**config.mk**
```make
export PLATFORM = sky130hd
export DESIGN_NAME = pattern_histogram_engine_flat
export DESIGN_NICKNAME = d
export VERILOG_FILES = /design/src/rtl/pattern_histogram_engine_if.sv /design/src/rtl/pattern_histogram_engine.sv /design/src/flat_wrapper.sv
export SDC_FILE = /design/constraint.sdc
export NUM_CORES = 1
export LEC_CHECK = 0
export CORE_MARGIN = 2
export CORE_UTILIZATION = 40
export DETAILED_ROUTE_END_ITERATION = 8
export GPL_TIMING_DRIVEN = 0
export REMOVE_ABC_BUFFERS = 1
export SETUP_SLACK_MARGIN = 0.4
export SKIP_CTS_REPAIR_TIMING = 1
export SYNTH_ARGS = -nofsm -noshare
export SYNTH_HDL_FRONTEND = slang
export SYNTH_SLANG_ARGS = --single-unit
```
**constraint.sdc**
```tcl
create_clock -name CLK -period 10.8 [get_ports CLK]
set_input_delay 1.62 -clock CLK [delete_from_list [all_inputs] [get_ports CLK]]
set_output_delay 1.62 -clock CLK [all_outputs]
set_load 0.01 [all_outputs]
```
**src/rtl/pattern_histogram_engine_if.sv**
```systemverilog
// Single-port data-memory bus shared by the CPU core and the histogram engine.
// Read data returns one cycle after a registered read strobe.
interface pattern_histogram_engine_if #(
    parameter int unsigned AW = 8
) ();
    logic [AW-1:0] mem_addr;
    logic          mem_rd_en;
    logic [7:0]    mem_rd_data;
    logic          mem_wr_en;
    logic [7:0]    mem_wr_data;

    modport master (
        output mem_addr,
        output mem_rd_en,
        input  mem_rd_data,
        output mem_wr_en,
        output mem_wr_data
    );

    modport slave (
        input  mem_addr,
        input  mem_rd_en,
        output mem_rd_data,
        input  mem_wr_en,
        input  mem_wr_data
    );
endinterface

```
**src/rtl/pattern_histogram_engine.sv**
```systemverilog
// Start/halt accelerator: scans DATA_LEN bytes and histograms how many of the five 4-bit
// windows in each byte equal the pattern nibble, then writes the five bins back to memory.
module pattern_histogram_engine #(
    parameter int unsigned AW        = 8,
    parameter int unsigned PAT_ADDR  = 9,
    parameter int unsigned DATA_BASE = 32,
    parameter int unsigned DATA_LEN  = 64,
    parameter int unsigned HIST_BASE = 10
) (
    input  logic                         CLK,
    input  logic                         rst_n,
    input  logic                         start,
    output logic                         halt,
    pattern_histogram_engine_if.master   mem
);

    localparam logic [AW-1:0] PatAddr  = AW'(PAT_ADDR);
    localparam logic [AW-1:0] DataBase = AW'(DATA_BASE);
    localparam logic [AW-1:0] DataLast = AW'(DATA_BASE + DATA_LEN - 1);
    localparam logic [AW-1:0] HistBase = AW'(HIST_BASE);

    typedef enum logic [2:0] {StIdle, StPat, StPatw, StScan, StDrain, StWr, StDone} state_e;

    state_e        state_q, state_d;
    logic          halt_q, halt_d;
    logic [AW-1:0] addr_q, addr_d;
    logic          rd_en_q, rd_en_d;
    logic          wr_en_q, wr_en_d;
    logic [7:0]    wr_data_q, wr_data_d;
    logic [3:0]    pattern_q, pattern_d;
    logic [2:0]    wr_idx_q, wr_idx_d;
    logic [7:0]    bin_q [5];
    logic [7:0]    bin_d [5];
    logic [7:0]    bin_scored [5];
    logic [2:0]    match_cnt;
    logic [2:0]    wr_idx_nxt;

    // Per-byte score and the bins as they would be after folding it in (saturating).
    always_comb begin
        match_cnt = 3'd0;
        for (int w = 0; w < 5; w++) begin
            match_cnt = match_cnt + 3'(mem.mem_rd_data[w +: 4] == pattern_q);
        end
        for (int i = 0; i < 5; i++) begin
            bin_scored[i] = bin_q[i];
            if (match_cnt == 3'(i + 1) && bin_q[i] != 8'hFF) begin
                bin_scored[i] = bin_q[i] + 8'd1;
            end
        end
    end

    always_comb begin
        state_d    = state_q;
        halt_d     = 1'b0;
        addr_d     = addr_q;
        rd_en_d    = 1'b0;
        wr_en_d    = 1'b0;
        wr_data_d  = 8'd0;
        pattern_d  = pattern_q;
        wr_idx_d   = wr_idx_q;
        wr_idx_nxt = wr_idx_q + 3'd1;
        for (int i = 0; i < 5; i++) bin_d[i] = bin_q[i];

        if (start) begin
            state_d = StIdle;
            addr_d  = '0;
            for (int i = 0; i < 5; i++) bin_d[i] = 8'd0;
        end else begin
            unique case (state_q)
                StIdle: begin
                    state_d = StPat;
                    addr_d  = PatAddr;
                    rd_en_d = 1'b1;
                end
                StPat: begin
                    state_d = StPatw;
                    addr_d  = DataBase;
                    rd_en_d = 1'b1;
                end
                StPatw: begin
                    state_d   = StScan;
                    pattern_d = mem.mem_rd_data[3:0];
                    addr_d    = DataBase + AW'(1);
                    rd_en_d   = 1'b1;
                end
                StScan: begin
                    for (int i = 0; i < 5; i++) bin_d[i] = bin_scored[i];
                    if (addr_q == DataLast) begin
                        state_d = StDrain;
                    end else begin
                        addr_d  = addr_q + AW'(1);
                        rd_en_d = 1'b1;
                    end
                end
                StDrain: begin
                    // The first write must already include the final byte's score.
                    for (int i = 0; i < 5; i++) bin_d[i] = bin_scored[i];
                    state_d   = StWr;
                    wr_idx_d  = 3'd0;
                    addr_d    = HistBase;
                    wr_en_d   = 1'b1;
                    wr_data_d = bin_scored[0];
                end
                StWr: begin
                    if (wr_idx_q == 3'd4) begin
                        state_d = StDone;
                        halt_d  = 1'b1;
                    end else begin
                        wr_idx_d  = wr_idx_nxt;
                        addr_d    = addr_q + AW'(1);
                        wr_en_d   = 1'b1;
                        wr_data_d = bin_q[wr_idx_nxt];
                    end
                end
                StDone: begin
                    halt_d = 1'b1;
                end
                default: state_d = StIdle;
            endcase
        end
    end

    always_ff @(posedge CLK) begin
        if (!rst_n) begin
            state_q   <= StIdle;
            halt_q    <= 1'b0;
            addr_q    <= '0;
            rd_en_q   <= 1'b0;
            wr_en_q   <= 1'b0;
            wr_data_q <= 8'd0;
            pattern_q <= 4'd0;
            wr_idx_q  <= 3'd0;
            for (int i = 0; i < 5; i++) bin_q[i] <= 8'd0;
        end else begin
            state_q   <= state_d;
            halt_q    <= halt_d;
            addr_q    <= addr_d;
            rd_en_q   <= rd_en_d;
            wr_en_q   <= wr_en_d;
            wr_data_q <= wr_data_d;
            pattern_q <= pattern_d;
            wr_idx_q  <= wr_idx_d;
            for (int i = 0; i < 5; i++) bin_q[i] <= bin_d[i];
        end
    end

    assign halt            = halt_q;
    assign mem.mem_addr    = addr_q;
    assign mem.mem_rd_en   = rd_en_q;
    assign mem.mem_wr_en   = wr_en_q;
    assign mem.mem_wr_data = wr_data_q;

endmodule

```
**src/flat_wrapper.sv**
```systemverilog
// flat-port wrapper written by rule: the top's interface ports become plain ports
module pattern_histogram_engine_flat 
#(
    parameter int unsigned AW        = 8,
    parameter int unsigned PAT_ADDR  = 9,
    parameter int unsigned DATA_BASE = 32,
    parameter int unsigned DATA_LEN  = 64,
    parameter int unsigned HIST_BASE = 10
)
  (CLK, rst_n, start, halt, mem_mem_addr, mem_mem_rd_en, mem_mem_rd_data, mem_mem_wr_en, mem_mem_wr_data);
  pattern_histogram_engine_if #(.AW(AW)) mem_i ();
  input  logic CLK;
  input  logic rst_n;
  input  logic start;
  output logic halt;
  output wire logic [$bits(mem_i.mem_addr)-1:0] mem_mem_addr;
  output wire logic [$bits(mem_i.mem_rd_en)-1:0] mem_mem_rd_en;
  input wire logic [$bits(mem_i.mem_rd_data)-1:0] mem_mem_rd_data;
  output wire logic [$bits(mem_i.mem_wr_en)-1:0] mem_mem_wr_en;
  output wire logic [$bits(mem_i.mem_wr_data)-1:0] mem_mem_wr_data;
  assign mem_mem_addr = mem_i.mem_addr;
  assign mem_mem_rd_en = mem_i.mem_rd_en;
  assign mem_i.mem_rd_data = mem_mem_rd_data;
  assign mem_mem_wr_en = mem_i.mem_wr_en;
  assign mem_mem_wr_data = mem_i.mem_wr_data;
  pattern_histogram_engine #(.AW(AW), .PAT_ADDR(PAT_ADDR), .DATA_BASE(DATA_BASE), .DATA_LEN(DATA_LEN), .HIST_BASE(HIST_BASE)) u_core (.CLK(CLK), .rst_n(rst_n), .start(start), .halt(halt), .mem(mem_i));
endmodule
```
==> results of run 1 <==
==> stage by stage <==
step	area, um^2	util (%)
2_1_floorplan	4060	-
3_3_place_gp	4520	44.0
3_5_place_dp	4560	44.4
4_1_cts	4740	46.1
5_1_grt	4740	46.1
6_report	4740	46.1
==> flip-flops by register name, indices dropped and copies added (netlist names), 3 cells and up <==
name,count
u_core.bin_q,40
u_core.mem.mem_addr,8
u_core.mem.mem_wr_data,8
u_core.pattern_q,4
u_core.state_q,3
u_core.wr_idx_q,3
==> logic make-up (layout without fill, tap and decap cells) <==
logic type / Yosys count / in the layout / synth area share, %
AND/OR/NAND/NOR: 177 / 177 / 24.0
XOR/XNOR: 25 / 25 / 5.21
buffers and inverters: 50 / 63 / 4.91
AO/OA/AOI/OAI: 120 / 120 / 19.5
adder cells (fa/ha/maj): 12 / 12 / 3.93
multiplexers: 30 / 30 / 9.52
flip-flops: 69 / 69 / 32.8
==> per-layer routing <==
metal  track usage (%)  vias up
met1              24.5     1754
li1                  -     1847
met5                 0        -
met2              29.3       76
met4              6.59        0
met3              3.99       12
==> layout make-up <==
type | instances | area, um^2 | share of cell area [%]
clock buffers | 14 | 173 | 3.64
clock inverters | 1 | 5.00 | 0.106
flip-flops and latches | 69 | 1380 | 29.1
multi-input cells | 364 | 2620 | 55.3
repair buffers | 31 | 325 | 6.86
well taps | 136 | 170 | 3.59
inverters | 17 | 63.8 | 1.35
==> power by group <==
group          switching (uW)  internal, uW
Clock                    94.6           101
Combinational            17.4          14.5
Sequential               3.91           256
Total                     116           371
==> critical path, delay by kind of cell <==
kind | cells | cell delay, ns
buffers and inverters | 4 | 0.80
AOI/OAI and AO/OA | 2 | 0.59
adders and majority gates | 4 | 1.41
and+or+nand+nor | 2 | 0.93
xor gates and xnor gates | 1 | 0.19
==> cell usage in the layout, fill, tap and decap left out, types with 8 or more instances in the layout <==
| cell type | count |
|---|---|
| mux2i_1 | 22 |
| o21ai_0 | 13 |
| xnor2_1 | 10 |
| nor3_1 | 14 |
| o41ai_1 | 8 |
| mux4_2 | 8 |
| nor2b_1 | 9 |
| ha_1 | 10 |
| clkbuf_8 | 12 |
| or4_1 | 12 |
| nand2_1 | 32 |
| nor2_1 | 18 |
| a21oi_1 | 38 |
| clkdlybuf4s50_1 | 29 |
| nand4_1 | 13 |
| o31ai_1 | 8 |
| nand3_1 | 22 |
| xor2_1 | 15 |
| dfxtp_1 | 69 |
| o22ai_1 | 11 |
| nand2b_1 | 8 |
| inv_1 | 17 |
==> path summary, 6_finish.rpt <==
| path | depth (start not counted) | slack, ns | to |
|---|---|---|---|
| max reg2reg | 12 | 6.87 | u_core.bin_q[3][7] |
| max | 13 | 5.53 | u_core.bin_q[3][7] |
| min | 2 | 0.49 | u_core.bin_q[2][5] |
| min reg2reg | 2 | 0.49 | u_core.bin_q[2][5] |
==> flow_summary.ini, run 1 <==
[sta]
clock.fmax_ghz = 0.190
hold_ws_ns = 0.491
setup_ws_ns = 5.53
period_share_pct = 48.8
setup_tns_ns = 0
slew_violations = 0
relSlewSlack_pct = 24.7
fin_skew_ns = 0.00927
rsz0062_at_grt = no
finalHoldViolCount = 0
fin_crit_ns = 5.27
worst_pin_slew_ns = 1.12
finalSetupViolations = 0

[logic_synthesis]
synth_cell_type_count = 63
synth_edf_count = 0
synth_async_sr_flop_share_pct = 0
synth_cells = 483
ys_seq_elements = 69
synth_area_leader_cell = dfxtp_1
synth-warning-count = 0
synth.area.top_cells = dfxtp_1, mux2i_1, a21oi_1, mux4_2, xor2_1
netlist_area_mm2 = 0.00421
netlist_top_cells_count = dfxtp_1, a21oi_1, nand2_1
syn_avg_cell_area_um2 = 8.71
yosysMostFrequentCell = dfxtp_1
ys_seq_area_share_pct = 32.8
synth_top_area_share_pct = 32.8
synth-main-ff-cell = dfxtp_1

[power_and_ir_drop]
power_leakage_uw = 0.00153
p_total_uw = 487
vdd_drop_max_mv = 0.0827
power_density_mw_per_mm2 = 103

[grt]
grt_usage_pct = 18.4
grt_pass1_vias = 3316
grt_pass1_wl_um = 16600
grt_max_degree = 37
antenna_found_initial = 0
grt_overflow = 0

[place]
globalplace.congestion = 0.885
numPlacedInstances = 617
port_buffers = 29
post-dp-hpwl_um = 7170
pre_cts_slack_ns = 5.16

[die]
fp.dieArea_mm2 = 0.0113
io_pins = 30
die_w_um = 107
dieHeight_um = 107
initial_core_util_pct = 40.9
core_mm2 = 0.0103
std_cell_rows = 37

[critical_path]
path_cells = clkdlybuf4s50_1, xor2_1, nor4_1, ha_1, inv_1, fa_1, inv_1, ha_1, fa_1, inv_1, o2111ai_1, or4_1, a21oi_1
crit_path_start_kind = input port
critPathMaxFanout = 12
worstSetupPathType = in -> reg
critPathMostFrequentCell = inv_1
slowest_delay_ns = 0.64
cp.arrival_ns = 5.56
cpMaxStageDelayCell = or4_1
crit_start = mem_mem_rd_data[3]
critPathRequiredTime_ns = 11.08
r2r-start = u_core.pattern_q[0]
worst_setup_path_end_kind = register

[clock_network]
worstSkewPairLatency_ns = 0.36
cts_inserted_buffers = 9
clock_path_buffers = 2
cts.clk_slew.worst_paths_ns = 0.07
clock_sinks = 69
tritoncts = yes
root_buffer = clkbuf_8
cts_max_level = 3

[run_status]
outcome = finished, final reports clean

[drt]
wl_met1_um = 4640
drtIter0Drc = 191
met2_length_um = 4780
wl_per_cell_um = 15.9
antenna_left = 0
routed_wl_um = 10000
drc = 0
via_per_inst = 5.84
drt_first_pass_iters = 5
highest_layer = met4
vias = 3689
met3_length_um = 462

[cells_and_area]
nets = 515
diodes = 0
syn_to_final_growth_pct = 12.7
fillCellCount = 1026
finalNonFillerCells = 632
drive_above_1_share_pct = 7.26

[min_path]
min_path_type = reg -> reg
hp-start = u_core.bin_q[2][5]

[flow_run]
drv_cap = 0
No activity file was read; power rests on OpenSTA's default activity.
==> run 2, diff against run 1 <==
==> constraint.sdc (replaced) <==
create_clock -name CLK -period 4.9 [get_ports CLK]
set_input_delay 0.735 -clock CLK [delete_from_list [all_inputs] [get_ports CLK]]
set_output_delay 0.735 -clock CLK [all_outputs]
set_load 0.01 [all_outputs]
==> flow_summary.ini, run 2 (synthesized netlist as in run 1, its figures left out) <==
[run_status]
outcome = finished, final reports clean

[cells_and_area]
final_cell_mix = dfxtp_1, a21oi_1, nand2_1
diodes = 0
fillCellCount = 1026
multi_input_area_mm2 = 0.00263
syn_to_final_growth_pct = 13.7
largest_register = u_core.bin_q
regArea_mm2 = 0.00138
nets = 519
largest_reg_flops = 40
final_common_cell = dfxtp_1
finalNonFillerCells = 636
drive_above_1_share_pct = 8.40

[clock_network]
cts_inserted_buffers = 9
tritoncts = yes
clock_sinks = 69
worstSkewPairLatency_ns = 0.36
clock_path_buffers = 2
root_buffer = clkbuf_8
cts.clk_slew.worst_paths_ns = 0.08
cts_max_level = 3

[sta]
setup_tns_ns = 0
finalSetupViolations = 0
fin_skew_ns = 0.00999
clock.fmax_ghz = 0.234
slew_violations = 0
hold_ws_ns = 0.496
setup_ws_ns = 0.627
worst_pin_slew_ns = 1.12
finalHoldViolCount = 0
fin_crit_ns = 4.27
relSlewSlack_pct = 24.9
rsz0062_at_grt = no
period_share_pct = 87.2

[power_and_ir_drop]
sequentialPowerShare_pct = 53.3
combPwrFrac_pct = 6.6
p_int_uw = 818
power_density_mw_per_mm2 = 225
p_sw_uw = 255
clockPowerShare_pct = 40.1
switching_share_pct = 23.8
vdd_drop_max_mv = 0.182
power_leakage_uw = 0.00155

[drt]
routed_wl_um = 10100
via_per_inst = 5.82
drtIter0Drc = 182
wl_per_cell_um = 15.8
vias = 3703
drc = 0
drt_first_pass_iters = 4
antenna_left = 0

[place]
pre_cts_slack_ns = 0.145
post-dp-hpwl_um = 7170
numPlacedInstances = 617
globalplace.congestion = 0.885
port_buffers = 29

[die]
initial_core_util_pct = 40.9
dieHeight_um = 107
core_mm2 = 0.0103
io_pins = 30
fp.dieArea_mm2 = 0.0113
std_cell_rows = 37
die_w_um = 107

[critical_path]
cp_num_buf_inv = 3
critPathMaxFanout = 5
worst_setup_path_end_kind = register
crit_family = adder cells
path_cells = clkdlybuf4s50_1, xor2_1, nor4_1, ha_1, inv_1, fa_1, inv_1, ha_1, fa_2, or3b_2, nor4_1, mux2i_1, o22ai_1
worstSetupPathType = in -> reg
crit_path_start_kind = input port
reg2reg_slack_ns = 1.09
critPathRequiredTime_ns = 5.12
slowest_delay_ns = 0.53
cp.arrival_ns = 4.49
cpMaxStageDelayCell = clkdlybuf4s50_1

[flow_run]
drv_cap = 0

[grt]
grt_usage_pct = 18.4
grt_pass1_wl_um = 16600
grt_overflow = 0
grt_pass1_vias = 3316
grt_max_degree = 37
antenna_found_initial = 0

[min_path]
min_path_type = reg -> reg
-- run 2: changes by cell type in the layout (fill, tap and decap cells not counted) --
cell	previous run	this run
buf_4	0	4
fa_1	2	1
fa_2	0	1
o2111ai_1	2	1
o2111ai_2	0	1
-- run 2: routing by layer --
| layer | vias to the layer above | track usage (%) | wire (um) |
|---|---|---|---|
| li1 | 1854 | - | - |
| met1 | 1758 | 24.5 | 4700 |
| met2 | 82 | 29.3 | 4740 |
| met3 | 9 | 3.99 | 495 |
| met4 | 0 | 6.59 | 123 |
| met5 | - | 0 | 0 |
-- run 2: through the flow --
stage               power [uW]  area, um^2  utilization [%]
floorplan                  623        4060                -
global placement           650        4520             44.0
detailed placement         655        4560             44.4
CTS                       1090        4740             46.1
global route              1110        4780             46.5
finish                    1070        4780             46.5
-- run 2: power by group through the flow --
| stage | Sequential [uW] | Combinational, uW | Clock, uW |
|---|---|---|---|
| after floorplan | 584 | 39.8 | 0 |
| after global placement | 585 | 65.8 | 0 |
| after detailed placement | 585 | 70.3 | 0 |
| after CTS | 572 | 70.7 | 444 |
| after global routing | 573 | 78.2 | 463 |
| final | 572 | 70.5 | 431 |
-- run 2: tightest hold or removal path: stages, from the launching register on --
cell and delay [ns]:
dfxtp_1 0.33, o41ai_1 0.06, a21oi_1 0.06
-- run 2: final timing paths --
path,cells after the start,to,start
setup reg to reg,12,u_core.mem.mem_wr_data[7],u_core.pattern_q[0]
setup / recovery,13,u_core.mem.mem_wr_data[7],mem_mem_rd_data[3]
hold reg to reg,2,u_core.bin_q[2][5],u_core.bin_q[2][5]
hold / removal,2,u_core.bin_q[2][5],u_core.bin_q[2][5]
-- run 2: area by class of cell --
cell class	instances	share of cell area (%)
multi-input cells	364	55.1
flip-flops and latches	69	28.9
clock buffers	14	3.61
clock inverters	1	0.105
repair buffers	35	7.43
well taps	136	3.56
inverters	17	1.34
==> run 3, diff against run 2 <==
--- a/config.mk
+++ b/config.mk
@@ -7,8 +7,10 @@
 export LEC_CHECK = 0
 export CORE_MARGIN = 2
 export CORE_UTILIZATION = 40
+export CTS_CLUSTER_DIAMETER = 50
 export DETAILED_ROUTE_END_ITERATION = 8
 export GPL_TIMING_DRIVEN = 0
+export PLACE_DENSITY_LB_ADDON = 0.08
 export REMOVE_ABC_BUFFERS = 1
 export SETUP_SLACK_MARGIN = 0.4
 export SKIP_CTS_REPAIR_TIMING = 1
==> flow_summary.ini, run 3 (synthesized netlist as in run 1, its figures left out) <==
[min_path]
whs_endpoint = u_core.mem.mem_addr[6]
hp-start = u_core.mem.mem_addr[6]
hold_path_depth = 2
min_path_type = reg -> reg

[grt]
grt_overflow = 0
grt_use_met1_pct = 27.8
grt_max_degree = 27
grt_usage_pct = 19.5
grt_pass1_wl_um = 17900
antenna_found_initial = 0
met2_usage_pct = 29.7
grt_pass1_vias = 3470
busiest_layer = met2
met3_usage_pct = 2.82

[place]
pre_cts_slack_ns = 0.0820
numPlacedInstances = 617
post-dp-hpwl_um = 7360
globalplace.congestion = 0.815
port_buffers = 29

[clock_network]
cts_max_level = 3
clock_path_buffers = 2
worstSkewPairLatency_ns = 0.35
cts.clk_slew.worst_paths_ns = 0.08
root_buffer = clkbuf_8
cts_inserted_buffers = 9
clock_sinks = 69
tritoncts = yes

[power_and_ir_drop]
vdd_drop_max_mv = 0.111
power_density_mw_per_mm2 = 225
power_leakage_uw = 0.00155

[sta]
hold_ws_ns = 0.510
finalSetupViolations = 0
slew_violations = 0
rsz0062_at_grt = no
fin_skew_ns = 0.00925
worst_pin_slew_ns = 1.21
clock.fmax_ghz = 0.233
relSlewSlack_pct = 18.5
setup_tns_ns = 0
finalHoldViolCount = 0
fin_crit_ns = 4.30
period_share_pct = 87.7
setup_ws_ns = 0.603

[drt]
drtIter0Drc = 229
antenna_left = 0
routed_wl_um = 10400
wl_per_cell_um = 16.4
vias = 3744
drt_first_pass_iters = 4
drc = 0
via_per_inst = 5.90

[critical_path]
r2r-start = u_core.pattern_q[0]
cp.arrival_ns = 4.52
reg2reg_to = u_core.mem.mem_wr_data[4]
worst_setup_path_end_kind = register
reg2reg_slack_ns = 1.05
crit_path_start_kind = input port
reg2regPathDepth = 12
critPathRequiredTime_ns = 5.12
critPathMaxFanout = 5
worstSetupPathType = in -> reg

[cells_and_area]
syn_to_final_growth_pct = 14.1
largest_register = u_core.bin_q
nets = 518
finalNonFillerCells = 635
final_common_cell = dfxtp_1
final_cell_mix = dfxtp_1, a21oi_1, nand2_1
drive_above_1_share_pct = 8.62
largest_reg_flops = 40
diodes = 0

[die]
std_cell_rows = 37
io_pins = 30
initial_core_util_pct = 40.9
die_w_um = 107
dieHeight_um = 107
fp.dieArea_mm2 = 0.0113
core_mm2 = 0.0103

[flow_run]
drv_cap = 0

[run_status]
outcome = finished, final reports clean
-- run 3: worst max-delay path: stages --
cell and delay [ns]:
clkdlybuf4s50_1 0.51, xor2_1 0.19, nor4_1 0.31, ha_1 0.18, inv_1 0.05, fa_1 0.53, inv_1 0.04, ha_1 0.20
fa_2 0.47, or3b_2 0.54, or3b_2 0.49, xor2_1 0.16, o22ai_1 0.10
-- run 3: layer usage --
| metal | wire (um) | vias up |
|---|---|---|
| met5 | 0 | - |
| met2 | 4700 | 75 |
| li1 | - | 1855 |
| met4 | 171 | 0 |
| met3 | 374 | 18 |
| met1 | 5160 | 1796 |
-- run 3: how the worst max path moves through the flow --
stage / from / to / slack [ns] / cells after the start
finish: mem_mem_rd_data[4] / u_core.mem.mem_wr_data[4] / 0.60 / 13
CTS: mem_mem_rd_data[3] / u_core.bin_q[3][4] / 0.44 / 13
floorplan: mem_mem_rd_data[4] / u_core.mem.mem_wr_data[4] / 0.98 / 12
global placement: mem_mem_rd_data[3] / u_core.bin_q[3][4] / 0.12 / 13
detailed placement: mem_mem_rd_data[3] / u_core.bin_q[3][4] / 0.08 / 13
global route: mem_mem_rd_data[3] / u_core.mem.mem_wr_data[7] / 0.38 / 13
-- run 3: final cells by class --
cell class | count | area [um^2]
Fill cell | 998 | 5480
Multi-Input combinational cell | 364 | 2640
Sequential cell | 69 | 1380
Timing Repair Buffer | 34 | 360
Clock buffer | 14 | 173
Tap cell | 136 | 170
Inverter | 17 | 63.8
Clock inverter | 1 | 5.00
-- run 3: power breakdown --
part           switching (uW)  internal, uW  total (uW)  leakage, uW
Clock                     210           222         433    0.0000926
Combinational            40.5          33.4        73.8     0.000901
Sequential               8.51           563         572     0.000557
Total                     259           819        1080      0.00155
-- run 3: stage by stage --
step | utilization, % | cell area, um^2 | total power [uW]
2_1_floorplan | - | 4060 | 623
3_3_place_gp | 44.0 | 4520 | 651
3_5_place_dp | 44.5 | 4580 | 657
6_report | 46.7 | 4800 | 1080
5_1_grt | 46.7 | 4800 | 1130
4_1_cts | 46.3 | 4750 | 1090
